`src/rtl/playseq_pkg.sv`:
```
// Shared definitions for the sequence-game engine: state encoding and a
// one-hot test used when judging a player's press.
package playseq_pkg;

    // state        | meaning
    // OCIOSO       | idle, memory writable, waiting for iniciar
    // PREV_LIGA    | preview: LED pattern of the current address lit
    // PREV_DESLIGA | preview: LEDs dark between steps
    // ESPERA       | waiting for the player's next press (timed)
    // COMPARA      | one-cycle check of the registered press
    // GANHOU       | game won, waiting for a restart
    // PERDEU       | game lost (wrong press or timeout)
    typedef enum logic [3:0] {
        OCIOSO       = 4'd0,
        PREV_LIGA    = 4'd1,
        PREV_DESLIGA = 4'd2,
        ESPERA       = 4'd3,
        COMPARA      = 4'd4,
        GANHOU       = 4'd5,
        PERDEU       = 4'd6
    } estado_t;

    // True when exactly one bit is set; callers zero-extend to 64 bits.
    function automatic logic eh_one_hot(input logic [63:0] v);
        return (v != 64'd0) && ((v & (v - 64'd1)) == 64'd0);
    endfunction

endpackage

```
`src/rtl/playseq_temporizador.sv`:
```
// Loadable down-counter; fim is high on every cycle the count reads zero.
module playseq_temporizador #(
    parameter int W = 8
) (
    input  logic         clock,
    input  logic         reset,
    input  logic         carrega,
    input  logic [W-1:0] valor,
    input  logic         conta,
    output logic         fim
);

    logic [W-1:0] contagem;

    // Load has priority; counting stops at zero so fim stays asserted.
    always_ff @(posedge clock or negedge reset) begin
        if (!reset) begin
            contagem <= '0;
        end else if (carrega) begin
            contagem <= valor;
        end else if (conta && (contagem != '0)) begin
            contagem <= contagem - 1'b1;
        end
    end

    assign fim = (contagem == '0);

endmodule

```
`src/rtl/playseq_motor_n.sv`:
```
// N-button sequence-game engine: pattern memory, preview playback, press
// checking under a per-press timeout, saturating win/loss counters.
module playseq_motor_n
    import playseq_pkg::*;
#(
    parameter int N           = 4,
    parameter int AW          = 4,
    parameter int SEQ_INICIAL = 1,
    parameter int T_LED       = 500,
    parameter int T_JOGADA    = 5000,
    parameter int SW          = 4
) (
    input  logic          clock,
    input  logic          reset,
    input  logic          iniciar,
    input  logic [N-1:0]  botoes,
    input  logic [AW:0]   comprimento,
    input  logic          escreve,
    input  logic [AW-1:0] end_escrita,
    input  logic [N-1:0]  dado_escrita,
    output logic [N-1:0]  leds,
    output logic          jogando,
    output logic          ganhou,
    output logic          perdeu,
    output logic          timeout,
    output logic [SW-1:0] ganhos,
    output logic [SW-1:0] perdas,
    output logic [3:0]    db_estado,
    output logic [AW-1:0] db_endereco,
    output logic [AW:0]   db_limite
);

    localparam int LW    = AW + 1;
    localparam int DEPTH = 2 ** AW;
    localparam int T_MAX = (T_LED > T_JOGADA) ? T_LED : T_JOGADA;
    localparam int TW    = $clog2(T_MAX + 1);
    localparam logic [TW-1:0] VAL_LED    = TW'(T_LED - 1);
    localparam logic [TW-1:0] VAL_JOGADA = TW'(T_JOGADA - 1);

    estado_t       estado, estado_prox;
    logic [N-1:0]  mem [DEPTH];
    logic [N-1:0]  mem_atual;
    logic [AW-1:0] endereco;
    logic [LW-1:0] limite, final_len, comp_lim, lim_ini;
    logic [N-1:0]  botoes_reg;
    logic          btn_ant, pressao, acerto, ultimo;
    logic          timeout_r;
    logic [SW-1:0] ganhos_r, perdas_r;

    logic          carrega_t, conta_t, fim_t;
    logic [TW-1:0] valor_t;
    logic          inicia, end_zera, end_inc, lim_inc, edge_limpa, captura;
    logic          marca_timeout, inc_ganhos, inc_perdas;

    playseq_temporizador #(.W(TW)) u_temporizador (
        .clock   (clock),
        .reset   (reset),
        .carrega (carrega_t),
        .valor   (valor_t),
        .conta   (conta_t),
        .fim     (fim_t)
    );

    // Clamp the requested length into 1..DEPTH and pick the first round length.
    always_comb begin
        comp_lim = comprimento;
        if (comprimento == '0) begin
            comp_lim = LW'(1);
        end else if (comprimento > LW'(DEPTH)) begin
            comp_lim = LW'(DEPTH);
        end
        lim_ini = (LW'(SEQ_INICIAL) < comp_lim) ? LW'(SEQ_INICIAL) : comp_lim;
    end

    assign mem_atual = mem[endereco];
    assign pressao   = (|botoes) && !btn_ant;
    assign ultimo    = ({1'b0, endereco} == (limite - 1'b1));
    assign acerto    = (botoes_reg == mem_atual) && eh_one_hot(64'(botoes_reg));

    // Pattern memory: writable only while idle, no reset on contents.
    always_ff @(posedge clock) begin
        if (escreve && (estado == OCIOSO)) begin
            mem[end_escrita] <= dado_escrita;
        end
    end

    // State register.
    always_ff @(posedge clock or negedge reset) begin
        if (!reset) begin
            estado <= OCIOSO;
        end else begin
            estado <= estado_prox;
        end
    end

    // Next state, datapath controls and LED drive.
    always_comb begin
        estado_prox   = estado;
        carrega_t     = 1'b0;
        valor_t       = VAL_LED;
        conta_t       = 1'b0;
        inicia        = 1'b0;
        end_zera      = 1'b0;
        end_inc       = 1'b0;
        lim_inc       = 1'b0;
        edge_limpa    = 1'b0;
        captura       = 1'b0;
        marca_timeout = 1'b0;
        inc_ganhos    = 1'b0;
        inc_perdas    = 1'b0;
        leds          = '0;
        case (estado)
            OCIOSO, GANHOU, PERDEU: begin
                if (iniciar) begin
                    estado_prox = PREV_LIGA;
                    inicia      = 1'b1;
                    carrega_t   = 1'b1;
                end
            end
            PREV_LIGA: begin
                leds    = mem_atual;
                conta_t = 1'b1;
                if (fim_t) begin
                    estado_prox = PREV_DESLIGA;
                    carrega_t   = 1'b1;
                end
            end
            PREV_DESLIGA: begin
                conta_t = 1'b1;
                if (fim_t) begin
                    carrega_t = 1'b1;
                    if (ultimo) begin
                        estado_prox = ESPERA;
                        end_zera    = 1'b1;
                        valor_t     = VAL_JOGADA;
                    end else begin
                        estado_prox = PREV_LIGA;
                        end_inc     = 1'b1;
                        edge_limpa  = 1'b1;
                    end
                end
            end
            ESPERA: begin
                leds    = botoes;
                conta_t = 1'b1;
                // A press on the expiry cycle still counts.
                if (pressao) begin
                    estado_prox = COMPARA;
                    captura     = 1'b1;
                    carrega_t   = 1'b1;
                    valor_t     = VAL_JOGADA;
                end else if (fim_t) begin
                    estado_prox   = PERDEU;
                    marca_timeout = 1'b1;
                    inc_perdas    = 1'b1;
                end
            end
            COMPARA: begin
                if (!acerto) begin
                    estado_prox = PERDEU;
                    inc_perdas  = 1'b1;
                end else if (!ultimo) begin
                    estado_prox = ESPERA;
                    end_inc     = 1'b1;
                    carrega_t   = 1'b1;
                    valor_t     = VAL_JOGADA;
                end else if (limite == final_len) begin
                    estado_prox = GANHOU;
                    inc_ganhos  = 1'b1;
                end else begin
                    estado_prox = PREV_LIGA;
                    lim_inc     = 1'b1;
                    end_zera    = 1'b1;
                    carrega_t   = 1'b1;
                    edge_limpa  = 1'b1;
                end
            end
            default: begin
                estado_prox = OCIOSO;
            end
        endcase
    end

    // Address, round limit, captured press, edge detector, loss cause, counters.
    always_ff @(posedge clock or negedge reset) begin
        if (!reset) begin
            endereco   <= '0;
            limite     <= '0;
            final_len  <= '0;
            botoes_reg <= '0;
            btn_ant    <= 1'b0;
            timeout_r  <= 1'b0;
            ganhos_r   <= '0;
            perdas_r   <= '0;
        end else begin
            if (inicia) begin
                endereco  <= '0;
                limite    <= lim_ini;
                final_len <= comp_lim;
                timeout_r <= 1'b0;
            end else begin
                if (end_zera) begin
                    endereco <= '0;
                end else if (end_inc) begin
                    endereco <= endereco + 1'b1;
                end
                if (lim_inc) begin
                    limite <= limite + 1'b1;
                end
                if (marca_timeout) begin
                    timeout_r <= 1'b1;
                end
            end
            if (captura) begin
                botoes_reg <= botoes;
            end
            btn_ant <= (inicia || edge_limpa) ? 1'b0 : (|botoes);
            if (inc_ganhos && (ganhos_r != '1)) begin
                ganhos_r <= ganhos_r + 1'b1;
            end
            if (inc_perdas && (perdas_r != '1)) begin
                perdas_r <= perdas_r + 1'b1;
            end
        end
    end

    assign jogando     = (estado == PREV_LIGA) || (estado == PREV_DESLIGA) ||
                         (estado == ESPERA) || (estado == COMPARA);
    assign ganhou      = (estado == GANHOU);
    assign perdeu      = (estado == PERDEU);
    assign timeout     = (estado == PERDEU) && timeout_r;
    assign ganhos      = ganhos_r;
    assign perdas      = perdas_r;
    assign db_estado   = estado;
    assign db_endereco = endereco;
    assign db_limite   = limite;

endmodule

```
`config.mk`:
```
export PLATFORM = sky130hd
export DESIGN_NAME = playseq_motor_n
export DESIGN_NICKNAME = d
export VERILOG_FILES = /design/src/rtl/playseq_pkg.sv /design/src/rtl/playseq_temporizador.sv /design/src/rtl/playseq_motor_n.sv
export SDC_FILE = /design/constraint.sdc
export NUM_CORES = 1
export LEC_CHECK = 0
export ABC_AREA = 1
export CAP_MARGIN = 30
export CELL_PAD_IN_SITES_DETAIL_PLACEMENT = 1
export CELL_PAD_IN_SITES_GLOBAL_PLACEMENT = 1
export CORE_ASPECT_RATIO = 0.7
export CORE_MARGIN = 4
export CORE_UTILIZATION = 25
export CTS_CLUSTER_SIZE = 40
export DETAILED_ROUTE_END_ITERATION = 8
export MAX_ROUTING_LAYER = met4
export PLACE_DENSITY_LB_ADDON = 0.1
export REMOVE_ABC_BUFFERS = 1
export SLEW_MARGIN = 20
export SYNTH_ARGS = -nofsm -noshare
export SYNTH_HDL_FRONTEND = slang
export SYNTH_HIERARCHICAL = 1
export SYNTH_SLANG_ARGS = --single-unit
```
`constraint.sdc`:
```
create_clock -name clock -period 6.35 [get_ports clock]
set_input_delay 0.9525 -clock clock [delete_from_list [all_inputs] [get_ports clock]]
set_output_delay 0.9525 -clock clock [all_outputs]
set_load 0.1 [all_outputs]
```
After elaboration in Yosys (flattened, before gate mapping):

Memory sizes are Yosys's and may differ from the RTL's.
Cells that the tools add are included.
Widths: inputs -> output; s select.

* mux-type cells: 61
* reductions and logical operators: 28
* eq/ne operators: 15
* $add $sub $neg: 7
* $lt $le $gt $ge: 2
* bitwise gates (word level): 1

Operator list (number)
* $mux 13: 7
* $and 4x64->64: 1
* $logic_not 64->1: 1
* $pmux 13 s3: 1
* $mux 4: 8
* $mux 1: 29
* $mux 5: 5
* $pmux 4 s5: 1
* $logic_not 13->1: 1
* $reduce_bool 13->1: 1
* $sub 13x1->13 const B: 1
* $add 4x1->4 const B: 3
* $eq 4x3->1 const B: 3
* $mux 3: 3
* $eq 4x2->1 const B: 2
* $logic_and 1x1->1: 8
* $ne 4x4->1 const B: 2
* $pmux 1 s2: 4
* $pmux 4 s2: 1
* $ne 2x2->1 const B: 3
* $reduce_bool 2->1: 3
* $reduce_or 3->1: 2
* $add 5x1->5 const B: 1
* $eq 4x5->1: 1
* other kinds (19): 22

* output and inout bits: 29
* memory bits (writable): 64
* bits of input ports: 21
* bits in registers: 45
* memories: 1
* logic and storage cells: 125

Memories
* mem: depth 16, width 4, read ports 1, clocked after memory_dff 0, write ports 1, RTL line playseq_motor_n.sv:41 `logic [N-1:0] mem [DEPTH];`

Depth between registers and ports, before layout:

* depth in word-level cells: 10
* mapped depth: 21
* depth with buffers taken out: 19

By module:

The synthesis kept the hierarchy.

Modules (own cells, without submodules)
* playseq_motor_n: area each 4812.1 um^2, instances 1, seq. area each 2697.6 um^2, cells an instance 557
* playseq_temporizador: area each 1011.0 um^2, instances 1, seq. area each 325.3 um^2, cells an instance 152

Worst setup path after synthesis:

Ideal clock, no wire load.

* kind: register to output
* from: register estado[2] (netlist: db_estado[2])
* to: output port timeout
* buffers on the path: 0
* data arrival time: 3.984 ns
* cell stages (with the launch flop): 5
* data required time: 5.398 ns
* setup slack: 1.413 ns
* cell sequence: dfrtp_1 -> inv_1 -> nor2_1 -> inv_1 -> nor2_1

* word-level cells in the longest chain between the ends: 2

RTL lines
* start: declaration: RTL line playseq_motor_n.sv:40 `estado_t estado, estado_prox;`
* start signal: assignment: RTL line playseq_motor_n.sv:92 `estado <= estado_prox;`
* $eq 4x3->1
* named net perdeu: RTL line playseq_motor_n.sv:24 `output logic perdeu,`
* $logic_and 1x1->1: RTL line playseq_motor_n.sv:231 `assign timeout = (estado == PERDEU) && timeout_r;`
* end: declaration: RTL line playseq_motor_n.sv:25 `output logic timeout,`

The timed path passes the listed nets, and every way through them passes these cells.

Final worst setup path:

* from: register endereco[1] (netlist: db_endereco[1])
* to: output port leds[0]

* word-level cells in the longest chain between the ends: 2

RTL lines
* start: declaration: RTL line playseq_motor_n.sv:43 `logic [AW-1:0] endereco;`
* start signal: assignment: RTL line playseq_motor_n.sv:205 `endereco <= endereco + 1'b1;`
* $mem_v2 16x4
* $pmux 4 s2: RTL line playseq_motor_n.sv:112 `case (estado)`
* end: declaration: RTL line playseq_motor_n.sv:21 `output logic [N-1:0] leds,`

Every way passes these cells.

==> results.ini <==
[global_route]
maximum_number_of_pins_on_one_net_before_global_route_repair = 45
grt_pass1_vias = 5092
global_route_wire_length_before_repair_um = 28100
antenna_found_initial = 0
gr-usage-all-layers_pct = 14.2
grt.overflow.total = 0

[sta]
final_worst_path_cycle_share_pct = 77.1
hold_violations = 0
final_report_setup_violation_count = 0
final.min_clock_period_ps = 4890
final.setup.tns_ps = 0
worst-slew-pin-transition_ps = 990
finalClockSkew_ps = 14.3
timing_max_transition_violations_final = 0
slew_headroom_pct = 33.8
setup_repair_after_global_routing_missed_its_margin = false
fmax_mhz = 204

[clock_tree]
clock_sink_count = 108
clock_tree.root_cell = sky130_fd_sc_hd__clkbuf_16
clk_latency_ps = 370
clk_path_buf_depth = 2
cts_setup_buffers = 0
clk_transition_reported_paths_ps = 80
cts-buffers-inserted = 9
cts-hold-fix-buffers = 0
cts_htree_levels = 3
cts_tree = yes
cts-resized-gates = 0

[logic_synthesis]
ys_types = 38
flip_flop_and_latch_count_after_synthesis = 108
sequential_element_share_of_the_synthesized_area_pct = 51.9
yosysWarningCount = 6
primary_flip_flop_cell_chosen_by_synthesis_mapping = sky130_fd_sc_hd__edfxtp_1
synthesis.area_per_instance_um2 = 8.21
synth_enable_flop_cells = 64
postSynth.asyncResetShare_pct = 40.7
mappedNetlistArea_um2 = 5820
synth_cells = 709

[place]
io_buffers = 48
dp.cells = 1060
dp_hpwl_um = 12700
globalplace.congestion = 0.758

[floorplan]
floorplan.die_area_um2 = 25800
core.rowCount = 46
io_pins = 50
initial_core_util_pct = 25.5
floorplan.die.height_um = 136
placeableCoreArea_um2 = 22800
die_w_um = 190

[finish]
nets = 787
area.growth.synth_to_final_pct = 18.9
layout-drive-gt1-share_pct = 6.41
biggestRegsByFlops = mem (64), u_temporizador/contagem (13)
top_register = mem
fin_cells = 1076
largest_register_ffs = 64
insertedDiodeCount = 0

[worst_setup_path]
critical_path.endpoint_type = output port
worstPathArrival_ps = 3940
path_class = reg -> out
critPathLaunch = db_endereco[1]$_DFFE_PN0P_
r2r-start = db_endereco[1]$_DFFE_PN0P_
timing.reg2reg.worst_path_depth = 18
cp_data_required_time_ps = 5400
critical_path.startpoint_type = flop
critical_path_peak_fanout = 21

[power]
peakVddDrop_uv = 176
power.density_cell_area_nw_per_um2 = 419
leakage_power_nw = 3.02

[route]
vias_per_cell = 4.35
first_iter_violations = 206
drt-pass1-iter-count = 4
dr_total_vias = 4682
remaining_drc_errors = 0
number_of_nets_with_antenna_violations_after_routing = 0
routed_wire_length_um = 16900
post_drt_wl_per_cell_um = 15.8

[min_path]
worstHoldPathType = reg -> reg
hold_path.startpoint = timeout_r$_DFFE_PN0P_
min_delay_path_depth = 2

[outcome]
status = complete, no violations

[run]
max_cap_violations = 0

-- cell families after synthesis --
family | Yosys count | share of synthesized area, %
flip-flops | 108 | 51.9
XOR/XNOR | 16 | 2.41
adder cells (fa/ha/maj) | 7 | 1.50
buffers and inverters | 119 | 8.49
AND/OR/NAND/NOR | 403 | 30.3
AO/OA/AOI/OAI | 54 | 5.22
other | 2 | 0.129
-- final cells by class --
cell class	count	area, µm²
flip-flops and latches	108	3020
inverters	101	379
well taps	312	390
multi-input cells	488	2330
clock inverters	7	81.3
clock buffers	9	225
fillers	2751	15900
repair buffers	51	498
-- worst paths after layout --
path                                                           to  slack (ps)
setup reg to reg           u_temporizador/contagem[7]$_DFFE_PN0P_        2100
hold reg to reg                             timeout_r$_DFFE_PN0P_         510
hold / removal                              timeout_r$_DFFE_PN0P_         510
min in group asynchronous               botoes_reg[2]$_DFFE_PN0P_         690
max in group asynchronous                       btn_ant$_DFF_PN0_        5210
setup / recovery                                          leds[0]        1460
-- cell usage in the layout (no fill, tap or decap), types with 9 or more instances in the layout --
cell and count:
sky130_fd_sc_hd__inv_1 98, sky130_fd_sc_hd__dfrtp_1 44, sky130_fd_sc_hd__nor2_1 71, sky130_fd_sc_hd__nand3_1 87, sky130_fd_sc_hd__o21ai_0 26, sky130_fd_sc_hd__clkbuf_16 9, sky130_fd_sc_hd__nor3_1 9, sky130_fd_sc_hd__edfxtp_1 64
sky130_fd_sc_hd__nand2_1 200, sky130_fd_sc_hd__clkdlybuf4s50_1 47, sky130_fd_sc_hd__a21oi_1 10
-- critical path, cell delays in order (launching register included) --
cell,delay (ps)
sky130_fd_sc_hd__dfrtp_1,850
sky130_fd_sc_hd__inv_1,590
sky130_fd_sc_hd__nor2_1,260
sky130_fd_sc_hd__o21ai_1,90
sky130_fd_sc_hd__nand3_1,100
sky130_fd_sc_hd__nand3_1,150
sky130_fd_sc_hd__nand2_1,130
sky130_fd_sc_hd__nand2_1,60
sky130_fd_sc_hd__o21ai_0,150
sky130_fd_sc_hd__clkdlybuf4s50_1,1190
-- report_power, final --
part           internal (W)  switching (W)
Sequential         0.000850       0.000130
Clock              0.000283       0.000302
Combinational      0.000371       0.000964
-- synthesized netlist by cell type, types with 3 or more instances --
cell type                  instances  area share (%)
sky130_fd_sc_hd__nor3_1            9            0.77
sky130_fd_sc_hd__nand3_1          87             7.5
sky130_fd_sc_hd__ha_1              7             1.5
sky130_fd_sc_hd__nor2_2            7            0.75
sky130_fd_sc_hd__o21ai_0          26             2.2
sky130_fd_sc_hd__nand3b_1          3            0.39
sky130_fd_sc_hd__inv_1            98             6.3
sky130_fd_sc_hd__xnor2_1           8             1.2
sky130_fd_sc_hd__nand4_1           8            0.86
sky130_fd_sc_hd__clkbuf_1          3            0.19
sky130_fd_sc_hd__buf_6             3            0.58
sky130_fd_sc_hd__a21oi_1          10            0.86
sky130_fd_sc_hd__or2_2             5            0.54
sky130_fd_sc_hd__buf_4             4            0.52
sky130_fd_sc_hd__nand3_2           3            0.52
sky130_fd_sc_hd__edfxtp_1         64              33
sky130_fd_sc_hd__nand2_1         200              13
sky130_fd_sc_hd__nor2_1           71             4.6
sky130_fd_sc_hd__buf_2             7            0.60
sky130_fd_sc_hd__nand2_2           4            0.43
sky130_fd_sc_hd__xor2_1            8             1.2
sky130_fd_sc_hd__o21ai_1           5            0.43
sky130_fd_sc_hd__dfrtp_1          44              19
sky130_fd_sc_hd__o21ai_2           4            0.60
sky130_fd_sc_hd__o211ai_1          3            0.39
-- routing by layer --
metal / GRT usage (%) / part of all wire [%] / vias up
li1: - / - / 2377
met1: 20.6 / 55 / 2267
met2: 20.9 / 43 / 28
met3: 2.73 / 1.8 / 10
met4: 2.75 / 0.86 / 0
met5: - / 0 / -
-- metrics by stage --
stage          area (µm²)  power, W  utilization (%)  hold slack [ps]  setup slack (ps)
2_1_floorplan        5730   0.00197                -              466              1200
3_3_place_gp         6620   0.00232             29.0              491              1740
3_5_place_dp         6620   0.00235             29.0              494              1770
4_1_cts              6930   0.00295             30.4              518              1350
5_1_grt              6930   0.00313             30.4              540              1130
6_report             6930   0.00290             30.4              507              1460
(Power assumes the default switching activity.)
